==> config.mk <==
export PLATFORM = sky130hd
export DESIGN_NAME = pipe_ex_mem_stage
export DESIGN_NICKNAME = d
export VERILOG_FILES = /design/src/rtl/pipe_ex_mem_stage.sv
export SDC_FILE = /design/constraint.sdc
export NUM_CORES = 1
export LEC_CHECK = 0
export BUFFER_PORTS_ARGS = -buffer_cell sky130_fd_sc_hd__buf_2
export CORE_UTILIZATION = 30
export DETAILED_ROUTE_END_ITERATION = 16
export GPL_ROUTABILITY_DRIVEN = 0
export PLACE_DENSITY = 0.45
export SYNTH_ARGS = -nofsm -noshare
export SYNTH_HDL_FRONTEND = slang
export SYNTH_SLANG_ARGS = --single-unit
==> constraint.sdc <==
create_clock -name clk -period 5.14 [get_ports clk]
set_input_delay 1.028 -clock clk [delete_from_list [all_inputs] [get_ports clk]]
set_output_delay 1.028 -clock clk [all_outputs]
set_load 0.02 [all_outputs]
==> src/rtl/pipe_ex_mem_stage.sv <==
// -----------------------------------------------------------------------------
// pipe_ex_mem_stage
//
// Execute stage plus the EX/MEM pipeline register of the 5-stage pipeline.
// Picks the ALU operands from the register file values, the EX/MEM result,
// the MEM/WB write-back value or the immediate. Runs the ALU and registers
// the result, the store data and the MEM/WB control into EX/MEM.
//
// Compile-time option:
//   MULDIV_EN - when defined, an iterative multiply/divide unit is built in.
//               It has a shift-add multiplier and a restoring divider, and it
//               does one step per cycle for 32 cycles. While it runs, it holds
//               stall high. When undefined, MUL/DIVU/REMU return 0 in a single
//               cycle and stall is tied low.
//
// Ports:
//   clk, clrn                      clock (rising edge), async active-low reset
//   EXwreg, EXm2reg, EXwmem        control from ID/EX
//   EXisStoreHazards               store data taken from forwarded MEMalu
//   EXselectAlua, EXselectAlub     operand source selects
//   EXaluc                         ALU operation
//   EXwn                           destination register
//   EXqa, EXqb, EXimmeOrSa         register operands, immediate / shift amount
//   wbdata                         MEM/WB write-back value (forwarding source)
//   MEMwreg, MEMm2reg, MEMwmem     registered control
//   MEMwn                          registered destination
//   MEMalu                         registered ALU result (forwarding source)
//   MEMstoreData                   registered store data
//   stall                          combinational; freezes PC, IF/ID and ID/EX
// -----------------------------------------------------------------------------
module pipe_ex_mem_stage (
    input  logic        clk,
    input  logic        clrn,
    input  logic        EXwreg,
    input  logic        EXm2reg,
    input  logic        EXwmem,
    input  logic        EXisStoreHazards,
    input  logic [1:0]  EXselectAlua,
    input  logic [1:0]  EXselectAlub,
    input  logic [3:0]  EXaluc,
    input  logic [4:0]  EXwn,
    input  logic [31:0] EXqa,
    input  logic [31:0] EXqb,
    input  logic [31:0] EXimmeOrSa,
    input  logic [31:0] wbdata,
    output logic        MEMwreg,
    output logic        MEMm2reg,
    output logic        MEMwmem,
    output logic [4:0]  MEMwn,
    output logic [31:0] MEMalu,
    output logic [31:0] MEMstoreData,
    output logic        stall
);

    localparam logic [3:0] ALU_ADD  = 4'b0000;
    localparam logic [3:0] ALU_SUB  = 4'b0001;
    localparam logic [3:0] ALU_AND  = 4'b0010;
    localparam logic [3:0] ALU_OR   = 4'b0011;
    localparam logic [3:0] ALU_XOR  = 4'b0100;
    localparam logic [3:0] ALU_LUI  = 4'b0101;
    localparam logic [3:0] ALU_SLL  = 4'b0110;
    localparam logic [3:0] ALU_SRL  = 4'b0111;
    localparam logic [3:0] ALU_SRA  = 4'b1000;
    localparam logic [3:0] ALU_SLT  = 4'b1001;
    localparam logic [3:0] ALU_SLTU = 4'b1010;
    localparam logic [3:0] ALU_NOR  = 4'b1011;
`ifdef MULDIV_EN
    localparam logic [3:0] ALU_MUL  = 4'b1100;
    localparam logic [3:0] ALU_DIVU = 4'b1101;
    localparam logic [3:0] ALU_REMU = 4'b1110;
`endif

    logic [31:0] alu_a;
    logic [31:0] alu_b;
    logic [31:0] store_data;
    logic [31:0] alu_comb;
    logic [31:0] alu_res;

    // Operand forwarding muxes. MEMalu is the registered value from the last
    // edge, so during a stall it forwards the held result.
    // NOTE: every always_comb output gets a default first so no path can infer a latch.
    always_comb begin
        alu_a = EXqa;
        case (EXselectAlua)
            2'b00:   alu_a = EXqa;
            2'b01:   alu_a = MEMalu;
            2'b10:   alu_a = wbdata;
            default: alu_a = {27'b0, EXimmeOrSa[4:0]};
        endcase
    end

    always_comb begin
        alu_b = EXqb;
        case (EXselectAlub)
            2'b00:   alu_b = EXqb;
            2'b01:   alu_b = MEMalu;
            2'b10:   alu_b = wbdata;
            default: alu_b = EXimmeOrSa;
        endcase
    end

    assign store_data = EXisStoreHazards ? MEMalu : EXqb;

    // Single-cycle ALU. The multiply/divide codes fall through to 0 here.
    // When the iterative unit is present, it supplies their result in DONE.
    always_comb begin
        alu_comb = 32'b0;
        case (EXaluc)
            ALU_ADD:  alu_comb = alu_a + alu_b;
            ALU_SUB:  alu_comb = alu_a - alu_b;
            ALU_AND:  alu_comb = alu_a & alu_b;
            ALU_OR:   alu_comb = alu_a | alu_b;
            ALU_XOR:  alu_comb = alu_a ^ alu_b;
            ALU_NOR:  alu_comb = ~(alu_a | alu_b);
            ALU_LUI:  alu_comb = {alu_b[15:0], 16'b0};
            ALU_SLL:  alu_comb = alu_b << alu_a[4:0];
            ALU_SRL:  alu_comb = alu_b >> alu_a[4:0];
            ALU_SRA:  alu_comb = $unsigned($signed(alu_b) >>> alu_a[4:0]);
            ALU_SLT:  alu_comb = {31'b0, $signed(alu_a) < $signed(alu_b)};
            ALU_SLTU: alu_comb = {31'b0, alu_a < alu_b};
            default:  alu_comb = 32'b0;
        endcase
    end

`ifdef MULDIV_EN
    typedef enum logic [1:0] {
        S_IDLE = 2'd0,
        S_BUSY = 2'd1,
        S_DONE = 2'd2
    } md_state_t;

    md_state_t   state;
    logic [4:0]  count;
    logic [3:0]  md_op;
    // Shared datapath registers:
    //   MUL : md_hi = product accumulator, md_lo = multiplier (shifts right),
    //         md_d = multiplicand (shifts left)
    //   DIV : md_hi = partial remainder, md_lo = dividend shifting out while
    //         quotient bits shift in, md_d = divisor
    logic [31:0] md_hi;
    logic [31:0] md_lo;
    logic [31:0] md_d;
    logic [31:0] step_hi;
    logic [31:0] step_lo;
    logic [32:0] rem_shift;
    logic        rem_fits;
    logic        is_muldiv;
    logic        md_start;

    assign is_muldiv = (EXaluc == ALU_MUL) || (EXaluc == ALU_DIVU) ||
                       (EXaluc == ALU_REMU);
    assign md_start  = (state == S_IDLE) && is_muldiv;

    // A restoring-divide step subtracts whenever the shifted remainder
    // reaches the divisor. With a zero divisor every step subtracts. This
    // gives an all-ones quotient and leaves the dividend as the remainder.
    always_comb begin
        step_hi   = md_hi;
        step_lo   = md_lo;
        rem_shift = {md_hi, md_lo[31]};
        rem_fits  = rem_shift >= {1'b0, md_d};
        if (md_op == ALU_MUL) begin
            step_hi = md_lo[0] ? md_hi + md_d : md_hi;
            step_lo = {1'b0, md_lo[31:1]};
        end else begin
            step_hi = rem_fits ? 32'(rem_shift - {1'b0, md_d}) : rem_shift[31:0];
            step_lo = {md_lo[30:0], rem_fits};
        end
    end

    // NOTE: sequential state uses non-blocking assignments only, so every
    // register sees pre-edge values regardless of statement order.
    always_ff @(posedge clk or negedge clrn) begin
        if (!clrn) begin
            state <= S_IDLE;
            count <= 5'd0;
        end else begin
            case (state)
                S_IDLE: begin
                    if (is_muldiv) begin
                        state <= S_BUSY;
                        count <= 5'd0;
                    end
                end
                S_BUSY: begin
                    count <= count + 5'd1;
                    if (count == 5'd31)
                        state <= S_DONE;
                end
                default: state <= S_IDLE;
            endcase
        end
    end

    // NOTE: the datapath registers have no reset. They are always loaded in
    // the IDLE cycle before being read, so clearing them would only add reset
    // fan-out.
    always_ff @(posedge clk) begin
        if (md_start) begin
            md_op <= EXaluc;
            md_hi <= 32'b0;
            md_lo <= (EXaluc == ALU_MUL) ? alu_b : alu_a;
            md_d  <= (EXaluc == ALU_MUL) ? alu_a : alu_b;
        end else if (state == S_BUSY) begin
            md_hi <= step_hi;
            md_lo <= step_lo;
            if (md_op == ALU_MUL)
                md_d <= {md_d[30:0], 1'b0};
        end
    end

    assign alu_res = (state == S_DONE) ? ((md_op == ALU_DIVU) ? md_lo : md_hi)
                                       : alu_comb;
    // Gated by clrn so that stall drops while reset is asserted. Otherwise a
    // muldiv code still sitting in ID/EX would hold it high.
    assign stall   = clrn && (md_start || (state == S_BUSY));
`else
    assign alu_res = alu_comb;
    assign stall   = 1'b0;
`endif

    // EX/MEM register. A stall inserts a bubble: the control bits and the
    // destination are cleared, and the data fields hold.
    always_ff @(posedge clk or negedge clrn) begin
        if (!clrn) begin
            MEMwreg      <= 1'b0;
            MEMm2reg     <= 1'b0;
            MEMwmem      <= 1'b0;
            MEMwn        <= 5'd0;
            MEMalu       <= 32'b0;
            MEMstoreData <= 32'b0;
        end else if (stall) begin
            MEMwreg      <= 1'b0;
            MEMm2reg     <= 1'b0;
            MEMwmem      <= 1'b0;
            MEMwn        <= 5'd0;
        end else begin
            MEMwreg      <= EXwreg;
            MEMm2reg     <= EXm2reg;
            MEMwmem      <= EXwmem;
            MEMwn        <= EXwn;
            MEMalu       <= alu_res;
            MEMstoreData <= store_data;
        end
    end

endmodule
==> flow_summary.toml <==
[job]
cap_violations = 0

[synth]
ys_top_cells_by_area = "dfrtp_1, ha_1, mux2i_1"
synth_cell_types = 92
async_flop_share = 1.00
yosysMostFrequentCell = "nor2_1"
syn_area_per_cell_um2 = 7.77
ys.warnings.count = 0
synth_common_cells = "nor2_1, a21oi_1, nand2_1"
ys_seq_area_frac = 0.139
synthCells = 1662
synth_top_area_cell = "dfrtp_1"
synth_edf_count = 0
netlist_area_mm2 = 0.0129
ys_seq_elements = 72
synth_nets = 1913
synth_top_area_frac = 0.139
synth_ff_type = "dfrtp_1"

[final_layout]
final-seq-area_mm2 = 0.00180
nets = 2107
syn_to_final_growth_pct = 17.2
antenna_cells = 0
multiInputGateArea_mm2 = 0.0102
final_cells = 2400
drive_gt1_frac = 0.254
fill_cells = 4542
final_util = 0.359

[global_route]
grt_pass1_wl_um = 91300
grt_max_degree = 76
grt.overflow.total = 0
grt_pass1_vias = 14025
antenna_found_initial = 2
grt_usage = 0.277

[routing]
routed_wirelength_um = 61400
viasPerCell = 6.13
drc = 0
drt_iter0_drc = 1367
vias = 14702
antenna_left = 0
drtPass1Iterations = 5
post_drt_wl_per_cell_um = 25.6

[critical_path]
worst_path_largest_cell_delay_ps = 670
crit_buf_inv = 4
worstPathCellList = "buf_2 -> buf_12 -> buf_4 -> mux4_2 -> inv_1 -> ha_1 -> a21oi_1 -> o21bai_1 -> a21oi_1 -> o311ai_0 -> o21ai_2 -> a31oi_1 -> a211oi_1 -> nor2_1 -> o32ai_2"
cp_data_arrival_time_ps = 4960
critPathMaxFanout = 18
start_kind = "input port"
cp-end-kind = "flip-flop"
cp.required_ps = 5430
cpMostUsedCell = "a21oi_1"
path_class = "in -> reg"
crit_slowest_cell = "mux4_2"
crit_family = "compound AO/OA/AOI/OAI gates"

[place]
place_inst = 2384
post-place-ws_ps = 122
hpwl_um = 47800
port_buffers = 218

[power]
vdd_ir_drop_max_uv = 237
powerDensity_mw_per_mm2 = 370
static-leakage-power_nw = 6.90

[timing]
setup_viol = 0
finClkSkew_ps = 8.65
slew_viol_final = 0
grt_setup_unrepaired = "false"
tns_ps = 0
hold_viol_final = 0
fin_ws_ps = 467
finalCriticalPeriod_ps = 4670
tightestPinTransition_ps = 1030
post-route-period-util = 0.909
max_freq_mhz = 214
relSlewSlack = 0.310

[clock_tree]
cts_made_buffers = 9
cts_tree = "yes"
clock-sinks = 72
clock-root-buffer = "clkbuf_16"
worstSkewPairLatency_ps = 380
postCtsHoldBufs = 0
htree_levels = 3
cts.clk_slew.worst_paths_ps = 70
postCtsResizedCells = 0
cts_max_path_buffers = 2
postCtsSetupBuffers = 0

[floorplan]
boundaryPins = 220
die_x_um = 210
die_h_um = 210
coreArea_mm2 = 0.0422
num_rows = 75
start_util = 0.306
die_area_mm2 = 0.0439

[hold_path]
hold_path_class = "reg -> reg"

[outcome]
status = "finished clean"
==> per-layer routing <==
metal,vias up,global-route usage,part of all wire
met5,-,0,0.00021
met1,7177,0.363,0.43
met4,2,0.129,0.047
met2,780,0.437,0.44
li1,6599,-,-
met3,144,0.0533,0.080
==> logic make-up (layout without fill, tap and decap cells) <==
group           count (synthesis)  after routing  share of synthesized area
fa+ha+maj                     104            104                      0.102
flops                          72             72                      0.139
simple gates                  469            469                      0.161
xor+xnor                        7              7                    0.00474
mux                           226            226                      0.223
compound gates                555            555                      0.294
other cells                     1              1                   0.000290
buf+inv                       228            427                     0.0757
==> area by class of cell <==
type / instances / area share
clock inverters: 7 / 0.00520
flip-flops and latches: 72 / 0.119
inverters: 102 / 0.0253
clock buffers: 9 / 0.0149
well taps: 539 / 0.0445
multi-input cells: 1362 / 0.671
repair buffers: 309 / 0.121
==> cells in the final DEF, fill, tap and decap left out, types with 25 or more instances in the layout <==
cell type	count
buf_2	217
nor2_1	175
a21oi_1	161
nand2_1	154
mux2i_1	112
ha_1	102
inv_1	97
o21ai_0	94
buf_4	88
dfrtp_1	72
mux2_2	69
mux4_2	32
a221oi_1	32
nor3_1	25
==> power breakdown <==
group	internal, mW	leakage [nW]	switching [mW]
sequential	0.729	0.873	0.133
combinational	1.47	5.88	2.58
clock	0.381	0.150	0.308
total	2.58	6.90	3.02
==> flip-flops by register name (all words and copies together), names as in the netlist <==
signal,count
MEMstoreData,32
MEMwn,5
MEMwmem,1
MEMalu,32
MEMwreg,1
MEMm2reg,1
==> worst paths after layout <==
kind,start,to,slack (ps),cells past startpoint
worst max register to register,MEMalu[0]$_DFF_PN0_,MEMalu[0]$_DFF_PN0_,900,13
max in group asynchronous,clrn,MEMstoreData[30]$_DFF_PN0_,3540,2
worst max-delay path,EXselectAlub[0],MEMalu[31]$_DFF_PN0_,470,15
min in group asynchronous,clrn,MEMm2reg$_DFF_PN0_,580,1
worst min register to register,MEMalu[19]$_DFF_PN0_,MEMstoreData[19]$_DFF_PN0_,550,1
worst min-delay path,MEMalu[19]$_DFF_PN0_,MEMstoreData[19]$_DFF_PN0_,550,1
==> per-stage QoR <==
stage	hold slack, ps	power (mW)	cell area [um^2]
5_1_grt	571	5.95	15100
3_5_place_dp	544	4.80	14800
6_report	550	5.60	15100
3_3_place_gp	537	4.81	14800
4_1_cts	558	5.54	15100
2_1_floorplan	664	3.47	12900
(Power assumes the default switching activity.)
